<file path="src/rtl/ras_ckpt.sv">
// ras_ckpt: circular return-address stack with a single-level checkpoint.
// Calls push pc+PUSH_OFFSET, returns pop, and a mispredict rolls the stack back
// to the snapshot, repairing one wrong-path overwrite of the snapshot's top.
// Full-stack pushes overwrite the oldest entry rather than stalling.
// Build option: define KRV_RAS_CKPT_EN to build the checkpoint logic; without it
// ckpt_save is ignored and ckpt_restore acts as flush.
module ras_ckpt #(
    parameter int unsigned ENTRY_NUM   = 16,
    parameter int unsigned ADDR_W      = 32,
    parameter int unsigned PUSH_OFFSET = 4
) (
    input  logic                           cpu_clk,
    input  logic                           cpu_rst,
    input  logic                           push_vld,
    input  logic [ADDR_W-1:0]              push_pc,
    input  logic                           pop_vld,
    input  logic                           flush,
    input  logic                           ckpt_save,
    input  logic                           ckpt_restore,
    output logic                           top_vld,
    output logic [ADDR_W-1:0]              top_addr,
    output logic [$clog2(ENTRY_NUM):0]     count,
    output logic                           ovf_pulse,
    output logic                           udf_pulse
);

    localparam int unsigned IDX_W = $clog2(ENTRY_NUM);
    localparam int unsigned CNT_W = IDX_W + 1;

    logic [ADDR_W-1:0] mem_q [ENTRY_NUM];
    logic [IDX_W-1:0]  sp_q,  sp_d;
    logic [CNT_W-1:0]  cnt_q, cnt_d;
    logic              ovf_q, ovf_d;
    logic              udf_q, udf_d;
    logic              wr_en;
    logic [IDX_W-1:0]  wr_idx;
    logic [ADDR_W-1:0] push_addr;

    assign push_addr = push_pc + ADDR_W'(PUSH_OFFSET);

    // Next-state of the stack for this cycle's push/pop (ignoring flush/restore)
    always_comb begin
        sp_d   = sp_q;
        cnt_d  = cnt_q;
        wr_en  = 1'b0;
        wr_idx = sp_q;
        ovf_d  = 1'b0;
        udf_d  = 1'b0;
        if (push_vld && pop_vld && (cnt_q != '0)) begin
            // tail call: replace the top in place
            wr_en  = 1'b1;
            wr_idx = sp_q - IDX_W'(1);
        end else if (push_vld) begin
            wr_en = 1'b1;
            sp_d  = sp_q + IDX_W'(1);
            if (cnt_q == CNT_W'(ENTRY_NUM)) begin
                ovf_d = 1'b1;
            end else begin
                cnt_d = cnt_q + CNT_W'(1);
            end
        end else if (pop_vld) begin
            if (cnt_q != '0) begin
                sp_d  = sp_q - IDX_W'(1);
                cnt_d = cnt_q - CNT_W'(1);
            end else begin
                udf_d = 1'b1;
            end
        end
    end

`ifdef KRV_RAS_CKPT_EN
    logic              ckpt_vld_q;
    logic [IDX_W-1:0]  ckpt_sp_q;
    logic [CNT_W-1:0]  ckpt_cnt_q;
    logic [ADDR_W-1:0] ckpt_top_q;
    logic [ADDR_W-1:0] ckpt_top_c;
    logic [IDX_W-1:0]  top_idx_d;

    // Value that will sit at mem[sp_d-1] after this edge, including this cycle's write
    always_comb begin
        top_idx_d  = sp_d - IDX_W'(1);
        ckpt_top_c = mem_q[top_idx_d];
        if (wr_en && (wr_idx == top_idx_d)) begin
            ckpt_top_c = push_addr;
        end
    end
`else
    logic unused_ckpt_save;
    assign unused_ckpt_save = ckpt_save;
`endif

    // State update: reset > flush > restore > push/pop (+ save)
    always_ff @(posedge cpu_clk) begin
        if (cpu_rst) begin
            mem_q <= '{default: '0};
            sp_q  <= '0;
            cnt_q <= '0;
            ovf_q <= 1'b0;
            udf_q <= 1'b0;
`ifdef KRV_RAS_CKPT_EN
            ckpt_vld_q <= 1'b0;
            ckpt_sp_q  <= '0;
            ckpt_cnt_q <= '0;
            ckpt_top_q <= '0;
`endif
        end else if (flush) begin
            sp_q  <= '0;
            cnt_q <= '0;
            ovf_q <= 1'b0;
            udf_q <= 1'b0;
`ifdef KRV_RAS_CKPT_EN
            ckpt_vld_q <= 1'b0;
`endif
        end else if (ckpt_restore) begin
            ovf_q <= 1'b0;
            udf_q <= 1'b0;
`ifdef KRV_RAS_CKPT_EN
            if (ckpt_vld_q) begin
                sp_q  <= ckpt_sp_q;
                cnt_q <= ckpt_cnt_q;
                if (ckpt_cnt_q != '0) begin
                    mem_q[ckpt_sp_q - IDX_W'(1)] <= ckpt_top_q;
                end
            end else begin
                sp_q  <= '0;
                cnt_q <= '0;
            end
            ckpt_vld_q <= 1'b0;
`else
            sp_q  <= '0;
            cnt_q <= '0;
`endif
        end else begin
            if (wr_en) begin
                mem_q[wr_idx] <= push_addr;
            end
            sp_q  <= sp_d;
            cnt_q <= cnt_d;
            ovf_q <= ovf_d;
            udf_q <= udf_d;
`ifdef KRV_RAS_CKPT_EN
            if (ckpt_save) begin
                ckpt_vld_q <= 1'b1;
                ckpt_sp_q  <= sp_d;
                ckpt_cnt_q <= cnt_d;
                ckpt_top_q <= ckpt_top_c;
            end
`endif
        end
    end

    assign top_vld   = (cnt_q != '0);
    assign top_addr  = mem_q[sp_q - IDX_W'(1)];
    assign count     = cnt_q;
    assign ovf_pulse = ovf_q;
    assign udf_pulse = udf_q;

endmodule

</file>
<file path="config.mk">
export PLATFORM = sky130hd
export DESIGN_NAME = ras_ckpt
export DESIGN_NICKNAME = d
export VERILOG_FILES = /design/src/rtl/ras_ckpt.sv
export SDC_FILE = /design/constraint.sdc
export NUM_CORES = 1
export LEC_CHECK = 0
export CAP_MARGIN = 20
export CORE_MARGIN = 8
export CORE_UTILIZATION = 55
export DETAILED_ROUTE_END_ITERATION = 10
export PLACE_DENSITY = 0.73
export RECOVER_POWER = 100
export SYNTH_ARGS = -nofsm -noshare
export SYNTH_HDL_FRONTEND = slang
export SYNTH_SLANG_ARGS = --single-unit
</file>
<file path="constraint.sdc">
create_clock -name cpu_clk -period 9.9 [get_ports cpu_clk]
set_input_delay 1.98 -clock cpu_clk [delete_from_list [all_inputs] [get_ports cpu_clk]]
set_output_delay 1.98 -clock cpu_clk [all_outputs]
set_load 0.1 [all_outputs]
</file>
==> results.md <==
- GRT Total Usage: 0.233
- Clk_skew: 0.0213 ns
- Minimum clock period: 8.55 ns
- Clock Path Buffers: 3
- Switching share of power: 0.230
- Clk_lat worst skew: 0.61 ns
- Die area: 51,200 um^2
- Cell count after synthesis: 2,174
- N_diodes: 0
- Core area: 43,900 um^2
- CP endpoint: mem_q[219]
- Most used DFF post-synth: dfxtp_1
- R2R Path End: mem_q[219]
- Crit path arrival time: 8.93 ns
- Max-slew violations: 690
- Initial DRC count: 1,396
- Failing checks: capacitance limit, slew limit
- Asr flop ratio synth: 0
- Global-route wire length before repair: 93,500 um
- Vias in the first global route: 16,599
- FF-to-FF path depth: 6
- Worst vdd ir: 0.000146 V
- Yosys cell types: 74
- Final period util: 0.863
- Drt first pass iters: 5
- Post-synth top area share: 0.430
- Area contributors post-synth: dfxtp_1, mux2i_1, mux4_2
- Layout Area Growth over Synthesis: 8.82%
- Grt ovf: 0
- Die width: 226 um
- DR DRC count: 0
- H-tree levels: 2
- Post-route ant nets: 0
- Comb pwr share: 0.055
- IO Pins: 79
- Yosys warnings: 0
- Critical Path Stages: 6
- NetSw: 1010 uW
- Final GP Congestion: 0.828
- # resized after CTS: 0
- Hold Crit Depth: 2
- Post-Syn Nets: 2,220
- Pint: 3370 uW
- Fmax: 117 MHz
- Vias per cell: 5.96
- CTS tree: done
- Slowest cell on crit path: o21ai_0
- Mapped cell area: 24,300 um^2
- Unrepaired setup endpoints after global routing: false
- Status: finished, violations left
- Final setup viols: 0
- Fraction of layout cells with a size suffix above 1: 0.138
- Largest net degree at the start of global routing: 229
- WP buf/inv: 2
- HP Class: reg -> reg
- DIE HEIGHT: 226 um
- PwrDens: 165 nW/um^2
- CP Launch Type: input port
- Seq pwr share: 0.485
- Root Buffer: clkbuf_16
- Worst r2r src: count[0]
- TNS Setup: 0 ns
- Setup slack, reg-to-reg: 2.46 ns
- Drt wl/cell: 21.8 um
- Number of buffers created by CTS: 53
- Critical Path Max Stage Delay: 3.44 ns
- Max-slew headroom: -2.12
- HPWL Detailed: 34,700 um
- Critical Path RT: 10.29 ns
- Clock sink count: 523
- Initial antenna violation count: 4
- Core Rows: 77
- CP delay by family, top: compound AO/OA/AOI/OAI gates
- Register area share after synthesis: 0.430
- Crit-path cells: dlygate4sd3_1, o211ai_1, o21ba_1, o21ai_0, clkbuf_1, mux2i_1
- Final #Nets: 2,185
- Hold Fails Final Rpt: 0
- WL final: 60,500 um
- CTS hold repair buffers: 0
- Post-synth top cells: nand2_1, dfxtp_1, mux2i_1
- Crit-path max FO: 18
- Number of port buffers: 77
- Hold slack: 0.456 ns
- Critical Path Start: push_vld
- Clock power share: 0.460
- Most common cell in the netlist: nand2_1
- Starting Density: 0.554
- Slew at the pin closest to its max-slew limit: 4.63 ns
- FILL cells: 3,567
- CP endpoint kind: flip-flop
- #FFs+latches synth: 523
- DR vias: 16,539
- Synth area leader: dfxtp_1
- Post-CTS setup buffers: 0
- Lkg Pwr: 0.0123 uW
- Post-synth EDFFs: 0
- Maxcap violations: 37
- Clock slew at reported path FFs: 0.06 ns
- CP Class: in -> reg
- Avg Cell Area, Syn: 11.2 um^2
## sequential cells by signal (all words and copies together) (netlist names)
name	count
count	5
mem_q	512
ovf_pulse	1
sp_q	4
udf_pulse	1
## how the worst min path moves through the flow
stage	to	slack, ns	from
4_1_cts	mem_q[90]	0.46	mem_q[90]
3_5_place_dp	mem_q[191]	0.45	mem_q[191]
5_1_grt	mem_q[343]	0.47	mem_q[343]
3_3_place_gp	mem_q[418]	0.44	mem_q[418]
2_1_floorplan	mem_q[223]	0.43	mem_q[223]
6_report	mem_q[433]	0.46	mem_q[433]
## cell type report
cell class | instances | area (um^2) | area share
well taps | 592 | 741 | 0.0280
inverters | 20 | 82.6 | 0.00312
clock inverters | 21 | 223 | 0.00841
repair buffers | 109 | 985 | 0.0372
clock buffers | 76 | 1530 | 0.0579
multi-input cells | 1432 | 12500 | 0.470
flip-flops and latches | 523 | 10500 | 0.395
## tightest hold or removal path, delay by kind of cell (launching register included)
kind             cells  cell delay [ns]
flip-flops           1             0.30
AND/OR/NAND/NOR      1             0.05
multiplexers         1             0.05
## kinds of logic (layout without fill, tap and decap cells)
| group | after synthesis | after routing | synth area share |
|---|---|---|---|
| buffers and inverters | 219 | 226 | 0.0525 |
| AO/OA/AOI/OAI | 122 | 122 | 0.0430 |
| AND/OR/NAND/NOR | 623 | 623 | 0.109 |
| multiplexers | 660 | 660 | 0.354 |
| XOR/XNOR | 20 | 20 | 0.00750 |
| flip-flops | 523 | 523 | 0.430 |
| adder cells (fa/ha/maj) | 7 | 7 | 0.00391 |
## power groups by stage
stage	Combinational [uW]	Sequential [uW]	Clock (uW)
after CTS	246	2120	2040
after floorplan	178	2170	0
after global placement	239	2170	0
after global routing	258	2120	2120
final	243	2120	2010
after detailed placement	245	2170	0
## metal layers
metal  GRT usage  share of wire  up-vias
li1            -              -     7639
met1       0.304           0.43     8324
met2       0.391           0.49      439
met3      0.0447          0.052      133
met4      0.0685          0.026        4
met5           0        0.00045        -
## cells in the final DEF (no fill, tap or decap), types with 3 or more instances in the layout
master	n
nand2_1	531
dfxtp_1	522
mux2i_1	498
mux4_2	160
clkbuf_16	54
dlygate4sd3_1	41
clkdlybuf4s50_1	36
clkbuf_1	33
o21ai_0	29
inv_1	19
nand3_1	19
a21oi_1	18
clkinv_2	14
nor3_1	13
xnor2_1	13
a211oi_1	11
nor4_2	10
nor2_1	10
clkbuf_8	10
o21a_1	8
o211ai_1	8
nand4_1	8
a311oi_1	8
a2111oi_0	8
buf_4	7
a21o_1	5
xor2_1	5
o31a_1	5
ha_1	5
and4_2	4
nor2b_1	4
nor4_1	4
o31a_2	4
bufinv_16	4
or4_1	3
o21ai_4	3
or3_1	3
## per-stage QoR
stage	total power (uW)	cells	instance area, um^2	setup WS, ns	util
detailed placement	2420	2672	25000	3.00	0.569
CTS	4410	2769	26700	2.36	0.609
finish	4380	2773	26500	1.35	0.603
global route	4510	2773	26500	1.31	0.603
global placement	2410	2671	25000	3.06	0.569
floorplan	2350	2174	24300	4.99	-
Note: power is estimated with default switching activity, not from simulation.
